`src/rtl/line_draw_ctrl.sv`:
```
// Bresenham line rasteriser: latches one (x1,y1)->(x2,y2) command and
// streams every pixel of the line over a valid/ready handshake.
module line_draw_ctrl #(
    parameter int COORD_W = 16
) (
    input  logic               clk,
    input  logic               n_rst,
    input  logic               start,
    input  logic [COORD_W-1:0] x1,
    input  logic [COORD_W-1:0] y1,
    input  logic [COORD_W-1:0] x2,
    input  logic [COORD_W-1:0] y2,
    input  logic               abort,
    output logic               busy,
    output logic               pix_valid,
    input  logic               pix_ready,
    output logic [COORD_W-1:0] pix_x,
    output logic [COORD_W-1:0] pix_y,
    output logic               done
);

    localparam int EW = COORD_W + 2;

    typedef enum logic [1:0] {
        S_IDLE,
        S_SETUP,
        S_DRAW,
        S_FIN
    } state_t;

    state_t state_q, state_d;

    logic [COORD_W-1:0] x1_q, x1_d, y1_q, y1_d;
    logic [COORD_W-1:0] x2_q, x2_d, y2_q, y2_d;
    logic [COORD_W-1:0] cur_x_q, cur_x_d, cur_y_q, cur_y_d;
    logic signed [EW-1:0] dx_q, dx_d, dy_q, dy_d, err_q, err_d;
    logic sx_neg_q, sx_neg_d, sy_neg_q, sy_neg_d;

    logic signed [EW-1:0] adx, ady, err_n;
    logic signed [EW:0] e2, dx_ext, dy_ext;
    logic step_x, step_y, at_end;

    // e2 carries one extra bit so doubling err can never wrap
    always_comb begin
        e2     = {err_q, 1'b0};
        dx_ext = {dx_q[EW-1], dx_q};
        dy_ext = {dy_q[EW-1], dy_q};
        step_x = (e2 >= dy_ext);
        step_y = (e2 <= dx_ext);
        at_end = (cur_x_q == x2_q) && (cur_y_q == y2_q);
    end

    always_comb begin
        state_d  = state_q;
        x1_d     = x1_q;
        y1_d     = y1_q;
        x2_d     = x2_q;
        y2_d     = y2_q;
        cur_x_d  = cur_x_q;
        cur_y_d  = cur_y_q;
        dx_d     = dx_q;
        dy_d     = dy_q;
        err_d    = err_q;
        sx_neg_d = sx_neg_q;
        sy_neg_d = sy_neg_q;
        adx      = '0;
        ady      = '0;
        err_n    = err_q;

        unique case (state_q)
            S_IDLE: begin
                if (start) begin
                    x1_d    = x1;
                    y1_d    = y1;
                    x2_d    = x2;
                    y2_d    = y2;
                    state_d = S_SETUP;
                end
            end
            S_SETUP: begin
                sx_neg_d = !(x1_q < x2_q);
                sy_neg_d = !(y1_q < y2_q);
                if (x1_q < x2_q) adx = {2'b00, x2_q - x1_q};
                else             adx = {2'b00, x1_q - x2_q};
                if (y1_q < y2_q) ady = {2'b00, y2_q - y1_q};
                else             ady = {2'b00, y1_q - y2_q};
                dx_d    = adx;
                dy_d    = -ady;
                err_d   = adx - ady;
                cur_x_d = x1_q;
                cur_y_d = y1_q;
                state_d = S_DRAW;
            end
            S_DRAW: begin
                if (pix_ready) begin
                    if (at_end) begin
                        state_d = S_FIN;
                    end else begin
                        if (step_x) begin
                            err_n   = err_n + dy_q;
                            cur_x_d = sx_neg_q ? cur_x_q - COORD_W'(1)
                                               : cur_x_q + COORD_W'(1);
                        end
                        if (step_y) begin
                            err_n   = err_n + dx_q;
                            cur_y_d = sy_neg_q ? cur_y_q - COORD_W'(1)
                                               : cur_y_q + COORD_W'(1);
                        end
                        err_d = err_n;
                    end
                end
            end
            S_FIN: state_d = S_IDLE;
            default: state_d = S_IDLE;
        endcase

        if (abort && state_q != S_IDLE) state_d = S_IDLE;
    end

    always_ff @(posedge clk or negedge n_rst) begin
        if (!n_rst) begin
            state_q  <= S_IDLE;
            x1_q     <= '0;
            y1_q     <= '0;
            x2_q     <= '0;
            y2_q     <= '0;
            cur_x_q  <= '0;
            cur_y_q  <= '0;
            dx_q     <= '0;
            dy_q     <= '0;
            err_q    <= '0;
            sx_neg_q <= 1'b0;
            sy_neg_q <= 1'b0;
        end else begin
            state_q  <= state_d;
            x1_q     <= x1_d;
            y1_q     <= y1_d;
            x2_q     <= x2_d;
            y2_q     <= y2_d;
            cur_x_q  <= cur_x_d;
            cur_y_q  <= cur_y_d;
            dx_q     <= dx_d;
            dy_q     <= dy_d;
            err_q    <= err_d;
            sx_neg_q <= sx_neg_d;
            sy_neg_q <= sy_neg_d;
        end
    end

    // an abort landing in the final cycle suppresses the done pulse
    assign busy      = (state_q != S_IDLE);
    assign pix_valid = (state_q == S_DRAW);
    assign done      = (state_q == S_FIN) && !abort;
    assign pix_x     = cur_x_q;
    assign pix_y     = cur_y_q;

endmodule

```
`config.mk`:
```
export PLATFORM = sky130hd
export DESIGN_NAME = line_draw_ctrl
export DESIGN_NICKNAME = d
export VERILOG_FILES = /design/src/rtl/line_draw_ctrl.sv
export SDC_FILE = /design/constraint.sdc
export NUM_CORES = 1
export LEC_CHECK = 0
export ABC_CLOCK_PERIOD_IN_PS = 7140
export CAP_MARGIN = 25
export CORE_MARGIN = 1.5
export CORE_UTILIZATION = 40
export DETAILED_ROUTE_END_ITERATION = 16
export PLACE_DENSITY_LB_ADDON = 0.1
export SETUP_SLACK_MARGIN = 0.1
export SYNTH_ARGS = -nofsm -noshare
export SYNTH_HDL_FRONTEND = slang
export SYNTH_SLANG_ARGS = --single-unit
```
`constraint.sdc`:
```
create_clock -name clk -period 7.14 [get_ports clk]
set_input_delay 1.428 -clock clk [delete_from_list [all_inputs] [get_ports clk]]
set_output_delay 1.428 -clock clk [all_outputs]
set_load 0.02 [all_outputs]
```
-- Yosys cells after proc, flatten, opt, wreduce, memory -nomap -nowiden
Index checks and enable logic that the tools add are counted.
- flip-flop bits (word level): 154
- input bits: 69
- output and inout bits: 35
- word-level logic and storage cells: 81
- add/subtract/negate cells: 12
- $lt $le $gt $ge: 4
- eq/ne operators: 12
- multiplexer cells: 27
- reduce and logical (&&, ||, !) cells: 14
- operators with widths (cell ; number):
    18-bit two-way mux ; 9
    16-bit two-way mux ; 10
    16-bit case mux with 2 select lines ; 2
    16-bit subtractor ; 4
    18-bit adder ; 2
    18-bit case mux with 2 select lines ; 1
    16-bit by 1-bit adder with 16-bit output (second input constant) ; 2
    16-bit == test ; 2
    16-bit less-than comparator ; 2
    16-bit by 1-bit subtractor with 16-bit output (second input constant) ; 2
    19-bit by 18-bit greater-or-equal comparator with 1-bit output ; 1
    19-bit by 18-bit less-or-equal comparator with 1-bit output ; 1
    18-bit negation ; 1
    18-bit subtractor ; 1
    2-bit two-way mux ; 4
    2-bit case mux with 4 select lines ; 1
    4-bit AND reduction ; 2
    2-bit by 1-bit inequality test with 1-bit output (second input constant) ; 3
    3-bit by 1-bit inequality test with 1-bit output (second input constant) ; 2
    3-bit AND reduction ; 2
    2-bit == test (second input constant) ; 2
    2-bit nonzero test ; 2
    1-bit logical AND ; 3
    1-bit zero test ; 3
    5 further kinds ; 5

-- Depth between registers and ports, before layout
Gate-level depths: netlist of run 1.
- depth in word-level cells: 10
- mapped depth: 24
- depth with buffers taken out: 22

-- Worst setup path after synthesis of run 1
No wires, ideal clock.
- path type: reg-to-reg
- start point: reg x1_q[0]
- end point: reg err_q[13]
- setup time: 130 ps
- arrival: 4969 ps
- data required time: 7010 ps
- path slack: 2041 ps
- cell stages (with the launch flop): 25
- buffers on the path: 2
- clock period less this slack: 5099 ps
- path through: dfrtp_1 > inv_1 > ha_1 > inv_1 > fa_1 > a21o_1 > a21o_1 > a2111oi_4 > nor3_1 > nor4_4 > nand2b_1 > buf_4 > buf_6 > mux2i_1 > xnor2_1 > ha_1 > o21ai_0 > a21oi_1 > nor3_1 > o311ai_0 > o41ai_1 > o21ai_0 > or3_1 > a32oi_1 > o21ai_0
- longest elaborated chain between the ends: 5
- elaborated cells between the ends (all ways): 7
- those cells by class: 3 x add/sub; 1 x order compare; 3 x mux
- ends and longest elaborated chain (what ; RTL line ; text):
    start: declaration ; 33 ; logic [COORD_W-1:0] x1_q, x1_d, y1_q, y1_d;
    start signal: assignment ; 123 ; x1_q <= '0;
    start signal: assignment ; 136 ; x1_q <= x1_d;
    16-bit subtractor, or another cell as far along ; 84 ; else adx = {2'b00, x1_q - x2_q};
    16-bit two-way mux (*) ; 83 ; if (x1_q < x2_q) adx = {2'b00, x2_q - x1_q};
    18-bit two-way mux (*) ; 70 ; unique case (state_q)
    18-bit subtractor (*) ; 89 ; err_d = adx - ady;
    18-bit case mux with 2 select lines (*) ; 70 ;
    end signal: assignment ; 144 ; err_q <= err_d;
    end: declaration ; 36 ; logic signed [EW-1:0] dx_q, dx_d, dy_q, dy_d, err_q, err_d;
Mark *: on every way between the ends. The rest lies on a longest branch, timed or not. The select of a mux whose other input is x is not followed.
A chain may end at the register's enable or synchronous reset.

-- Worst setup path after layout of run 1
Ends and elaborated chain as after synthesis.

==> flow_summary.ini, run 1 <==
[run_status]
outcome = complete, no violations

[clock_network]
htreeDepth = 4
cts_tree = done
clockRootBuffer = clkbuf_16
cts.reportedPaths.clkPinSlew_ps = 60
clkLatencyLatePin_ps = 440
cts.path.max_buffers = 2
ctsResizeCount = 0
cts_sinks = 152
numCtsBuffers = 17
post_cts_buffers = 0
hold_buffers = 0

[setup_path]
path_cells = inv_1, ha_1, inv_1, fa_1, a21o_1, a21o_1, a2111oi_4, nor3_1, nor4_4, nand2b_1, mux2i_1, inv_1, ha_1, nand2b_1, a21oi_1, nor3_1, o311ai_0, o41ai_1, o21ai_0, or3_1, a32oi_1, o21ai_0
crit_end = err_q[13]$_DFFE_PN0P_
cp_top_family = compound AO/OA/AOI/OAI gates
rrSetupSlack_ps = 1280
cp.depth = 22
crit_top_cell = inv_1
cp.arrival_ps = 6180
critPathLaunch = x1_q[0]$_DFFE_PN0P_
cp_max_fo = 5
startpoint_type = flop
r2r-start = x1_q[0]$_DFFE_PN0P_
crit_path_end_kind = flop
r2r_end = err_q[13]$_DFFE_PN0P_
reg2reg_depth = 22
cp.required_ps = 7460
crit_path_max_incr_delay_ps = 610
path_buf_inv = 3
worst-setup-path-type = reg2reg
critical-path-slowest-cell = o41ai_1

[finish]
antenna_cells = 0
layout-drive-gt1-share_pct = 10.63
area_growth_syn_to_layout_pct = 13.60
fin_nets = 2067
fillers = 3605

[timing]
min_period_ps = 5864
fmax_mhz = 170.5
slew_headroom_pct = 37.25
rsz0062_at_grt = false
maxSlewViolCount = 0
setup_viol = 0
hold_violations = 0
postLayoutSetupSlackWorst_ps = 1276
finalSetupTns_ps = 0
worstMarginPinSlew_ps = 941.2
fin_skew_ps = 8.359
finalCritPeriodShare_pct = 82.12

[drt]
wl_per_cell_um = 20.30
wirelength_um = 46560
vias = 13154
drt_iter0_drc = 773
drc = 0
firstDrtPassIters = 5
via_per_inst = 5.737
ant_nets = 0

[place]
finalWeightedCongestion = 0.8759
dp_slack_ps = 1383
port_buffers = 103
dpl.hpwl_um = 36830

[grt]
overflow = 0
grt_max_degree = 98
grt_pass1_wl_um = 73430
grt_usage_pct = 24.40
antenna_found_initial = 0
grt_pass1_vias = 12944

[yosys]
synth-seq-cells = 152
ys.flop_type = dfrtp_1
syn_area_um2 = 15050
ys_warn_count = 0
synth_edf_count = 0
synth_cell_types = 92
seq_area_frac_synth_pct = 25.28
syn_nets = 1991
syn_area_per_cell_um2 = 8.668
syn_inst = 1736
async_reset_ff_share_pct = 100.0

[floorplan]
die_area_um2 = 38790
die_h_um = 197.0
die_w_um = 197.0
num_rows = 70
start_util_pct = 40.90
core_area_um2 = 36790
ios = 104

[job]
maxCapViolations = 0

[worst_hold_path]
hold_path_class = reg2reg
## worst min path at each step
stage	start	end	slack, ps	depth (start not counted)
5_1_grt	dx_q[0]$_DFFE_PN0P_	dx_q[0]$_DFFE_PN0P_	570	2
6_report	dx_q[0]$_DFFE_PN0P_	dx_q[0]$_DFFE_PN0P_	520	2
4_1_cts	dx_q[0]$_DFFE_PN0P_	dx_q[0]$_DFFE_PN0P_	530	2
3_3_place_gp	dx_q[0]$_DFFE_PN0P_	dx_q[0]$_DFFE_PN0P_	510	2
2_1_floorplan	dx_q[0]$_DFFE_PN0P_	dx_q[0]$_DFFE_PN0P_	470	2
3_5_place_dp	dx_q[0]$_DFFE_PN0P_	dx_q[0]$_DFFE_PN0P_	520	2
## cells in the final DEF, fill, tap and decap left out, types with 40 or more instances in the layout
master,Yosys,final
ha_1,177,175
a21oi_1,153,153
dfrtp_1,152,152
inv_1,148,148
nor2_1,113,113
nand2_1,110,109
clkdlybuf4s50_1,0,102
o21ai_0,95,95
mux2_2,94,94
xnor2_1,84,84
nor3_1,47,47
a21o_1,40,40
## cell families after synthesis
family	synth area share, %
AO/OA/AOI/OAI	21.77
XOR/XNOR	6.860
adder cells (fa/ha/maj)	15.92
buffers and inverters	5.604
flip-flops	25.28
multiplexers	9.563
AND/OR/NAND/NOR	15.01
## synthesized netlist by cell type (12+ instances only)
| cell | number | area [um^2] |
|---|---|---|
| a31oi_1 | 21 | 131.4 |
| xor2_1 | 32 | 280.3 |
| o211ai_1 | 22 | 165.2 |
| or3_1 | 15 | 93.84 |
| nor3_1 | 47 | 235.2 |
| mux2_2 | 94 | 1059 |
| a211oi_1 | 19 | 142.6 |
| nor4_1 | 12 | 75.07 |
| dfrtp_1 | 152 | 3804 |
| nor2_1 | 113 | 424.2 |
| a21oi_1 | 153 | 765.7 |
| xnor2_1 | 84 | 735.7 |
| ha_1 | 177 | 2215 |
| mux2i_1 | 38 | 380.4 |
| o21ai_0 | 95 | 475.5 |
| inv_1 | 148 | 555.5 |
| nand2_1 | 110 | 412.9 |
| o21a_1 | 18 | 135.1 |
| nand2b_1 | 18 | 112.6 |
| clkbuf_1 | 37 | 138.9 |
| nand4_1 | 16 | 100.1 |
| nand3_1 | 38 | 190.2 |
| nor2b_1 | 15 | 93.84 |
| a21o_1 | 40 | 300.3 |
## tightest hold or removal path: stages, from the launching register on
cell and delay, ps:
dfrtp_1 370, nand2_1 50, o21ai_0 60
## routing by layer
| metal | vias up | GRT usage, % | wire (um) | share of wire, % |
|---|---|---|---|---|
| li1 | 6411 | - | - | - |
| met1 | 6370 | 34.93 | 22840 | 49 |
| met2 | 323 | 39.05 | 20940 | 45 |
| met3 | 50 | 2.567 | 1924 | 4.1 |
| met4 | 0 | 6.390 | 852 | 1.8 |
| met5 | - | 0 | 0 | 0 |
## stage by stage
step,cells,util [%],cell area (um^2),hold slack (ps)
floorplan,1736,-,15050,469.2
global placement,2260,44.84,16490,509.9
detailed placement,2260,44.84,16490,521.9
CTS,2292,46.39,17070,532.9
global route,2293,46.47,17090,567.2
finish,2293,46.47,17090,519.9
## sequential cells by signal, indices dropped and copies added (netlist names)
register and cells:
dy_q 18, err_q 18, dx_q 16, pix_x 16, pix_y 16, x1_q 16, x2_q 16, y1_q 16
y2_q 16, state_q 2, sx_neg_q 1, sy_neg_q 1
## cell type report
class	instances	area (um^2)	share of cell area, %
Clock inverter	11	122.6	0.7173
Sequential cell	152	3804	22.25
Tap cell	468	585.6	3.426
Inverter	150	566.8	3.316
Timing Repair Buffer	116	1150	6.727
Clock buffer	21	450.4	2.635
Multi-Input combinational cell	1375	10420	60.93
Power of run 1 is left out: the tool's default activity adds up to more than one toggle a clock period on the data nets, which glitch-free logic cannot reach.
==> run 2: changes to the inputs <==
--- a/config.mk
+++ b/config.mk
@@ -5,7 +5,7 @@
 export SDC_FILE = /design/constraint.sdc
 export NUM_CORES = 1
 export LEC_CHECK = 0
-export ABC_CLOCK_PERIOD_IN_PS = 7140
+export ABC_CLOCK_PERIOD_IN_PS = 5200
 export CAP_MARGIN = 25
 export CORE_MARGIN = 1.5
 export CORE_UTILIZATION = 40
==> constraint.sdc (replaced) <==
create_clock -name clk -period 5.2 [get_ports clk]
set_input_delay 1.04 -clock clk [delete_from_list [all_inputs] [get_ports clk]]
set_output_delay 1.04 -clock clk [all_outputs]
set_load 0.02 [all_outputs]
==> flow_summary.ini, run 2 (synthesized netlist as in run 1, its figures left out) <==
[run_status]
outcome = complete, no violations

[place]
place_area_um2 = 16820
finalWeightedCongestion = 0.8946
port_buffers = 103
dpl.hpwl_um = 37970

[grt]
grt_usage_pct = 24.85
grt_max_degree = 83
grt_pass1_wl_um = 74180
grt_pass1_vias = 13034
antenna_found_initial = 0
overflow = 0

[drt]
drt_iter0_drc = 805
wirelength_um = 47580
wl_per_cell_um = 20.38
drc = 0
ant_nets = 0
vias = 13158
firstDrtPassIters = 5
via_per_inst = 5.635

[timing]
fin_skew_ps = 7.515
setup_viol = 0
finalCritPeriodShare_pct = 93.31
hold_violations = 0
rsz0062_at_grt = true
fmax_mhz = 206.1
min_period_ps = 4852
worstMarginPinSlew_ps = 946.1
slew_headroom_pct = 36.56
maxSlewViolCount = 0

[floorplan]
die_w_um = 197.0
die_area_um2 = 38790
ios = 104
core_area_um2 = 36790
num_rows = 70
die_h_um = 197.0
start_util_pct = 40.90

[finish]
final_cell_area_um2 = 17510
antenna_cells = 0
fin_nets = 2111
area_growth_syn_to_layout_pct = 16.34
layout-drive-gt1-share_pct = 13.55
largestRegisters = dy_q: 18 flops, err_q: 18 flops
layout_common_cells = ha_1, a21oi_1, dfrtp_1, inv_1, nor2_1
final_common_cell = ha_1

[clock_network]
cts.reportedPaths.clkPinSlew_ps = 70
cts_tree = done
numCtsBuffers = 17
hold_buffers = 0
cts_sinks = 152
clockRootBuffer = clkbuf_16
htreeDepth = 4
cts.path.max_buffers = 2
clkLatencyLatePin_ps = 450

[setup_path]
cp_top_family = compound AO/OA/AOI/OAI gates
cp.arrival_ps = 5190
cp_max_fo = 4
cp.depth = 23
crit_path_max_incr_delay_ps = 390
worst-setup-path-type = reg2reg
critPathLaunch = x1_q[0]$_DFFE_PN0P_
path_cells = inv_1, ha_1, inv_1, fa_1, a21o_1, a21o_1, a2111oi_4, nor3_4, nor4_4, nand2b_4, mux2i_1, xnor2_1, ha_1, o21ai_1, a21oi_2, nor3_2, o311ai_2, o41ai_2, buf_4, o21ai_0, or3_1, a32oi_1, o21ai_0
rrSetupSlack_ps = 350
path_buf_inv = 3
critical-path-slowest-cell = a2111oi_4
cp.required_ps = 5530
r2r-start = x1_q[0]$_DFFE_PN0P_
reg2reg_depth = 23
crit_end = err_q[13]$_DFFE_PN0P_
crit_path_end_kind = flop
startpoint_type = flop
r2r_end = err_q[13]$_DFFE_PN0P_

[worst_hold_path]
hold_path_class = reg2reg

[job]
maxCapViolations = 0
[run 2: cell types whose count changed in the layout (fill, tap and decap cells not counted), sizes merged]
cell and change:
buf +44, inv -1, clkbuf -2, clkinv -2, clkinvlp +4, bufinv -1
[run 2: worst reg2reg max path, stage by stage (launching register included)]
cell       delay (ps)
dfrtp_1           380
inv_1              60
ha_1              170
inv_1              60
fa_1              370
a21o_1            190
a21o_1            210
a2111oi_4         390
nor3_4             80
nor4_4            160
nand2b_4          230
mux2i_1           240
xnor2_1           180
ha_1              300
o21ai_1           110
a21oi_2            70
nor3_2            220
o311ai_2          170
o41ai_2           290
buf_4             170
o21ai_0           100
or3_1             320
a32oi_1           190
o21ai_0           100
[run 2: area by class of cell]
type | instances | area (um^2)
clock buffer | 19 | 432.9
fill | 3613 | 19280
timing repair buffer | 160 | 1480
inverter | 150 | 566.8
sequential | 152 | 3804
clock inverter | 11 | 103.9
tap | 468 | 585.6
multi-input combinational | 1375 | 10530
[run 2: metal layers]
metal / global-route usage (%) / vias to the layer above / part of all wire, %
met5: 0 / - / 0
met4: 6.814 / 0 / 2.0
met3: 3.679 / 40 / 4.1
met2: 39.56 / 276 / 45
met1: 34.97 / 6317 / 49
li1: - / 6525 / -
[run 2: repair_timing]
| item | 4_1_cts | 5_1_grt |
|---|---|---|
| setup endpoints to repair | 6 | 9 |
| pin swaps | 0 | 7 |
| gates resized for setup | 5 | 22 |
| setup buffers | 0 | 3 |
[run 2: worst min path at each step]
| stage | startpoint | to | slack [ps] | cells after the start |
|---|---|---|---|---|
| finish | dy_q[12]$_DFFE_PN0P_ | dy_q[12]$_DFFE_PN0P_ | 550 | 2 |
| global route | dx_q[0]$_DFFE_PN0P_ | dx_q[0]$_DFFE_PN0P_ | 570 | 2 |
| CTS | dx_q[0]$_DFFE_PN0P_ | dx_q[0]$_DFFE_PN0P_ | 540 | 2 |
| detailed placement | dx_q[0]$_DFFE_PN0P_ | dx_q[0]$_DFFE_PN0P_ | 530 | 2 |
| global placement | dx_q[0]$_DFFE_PN0P_ | dx_q[0]$_DFFE_PN0P_ | 510 | 2 |
| floorplan | dx_q[0]$_DFFE_PN0P_ | dx_q[0]$_DFFE_PN0P_ | 470 | 2 |
[run 2: through the flow]
step           setup TNS (ps)  util [%]  std cells  setup WS (ps)  hold WS, ps
2_1_floorplan               0         -       1736          100.7        469.2
3_3_place_gp                0     45.73       2302          53.63        513.0
3_5_place_dp           -120.5     45.73       2302         -82.22        527.2
4_1_cts                     0     47.24       2332          125.3        542.0
5_1_grt                     0     47.59       2335          40.62        566.8
6_report                    0     47.59       2335          347.9        545.0
Power of run 2 is left out for the same reason.
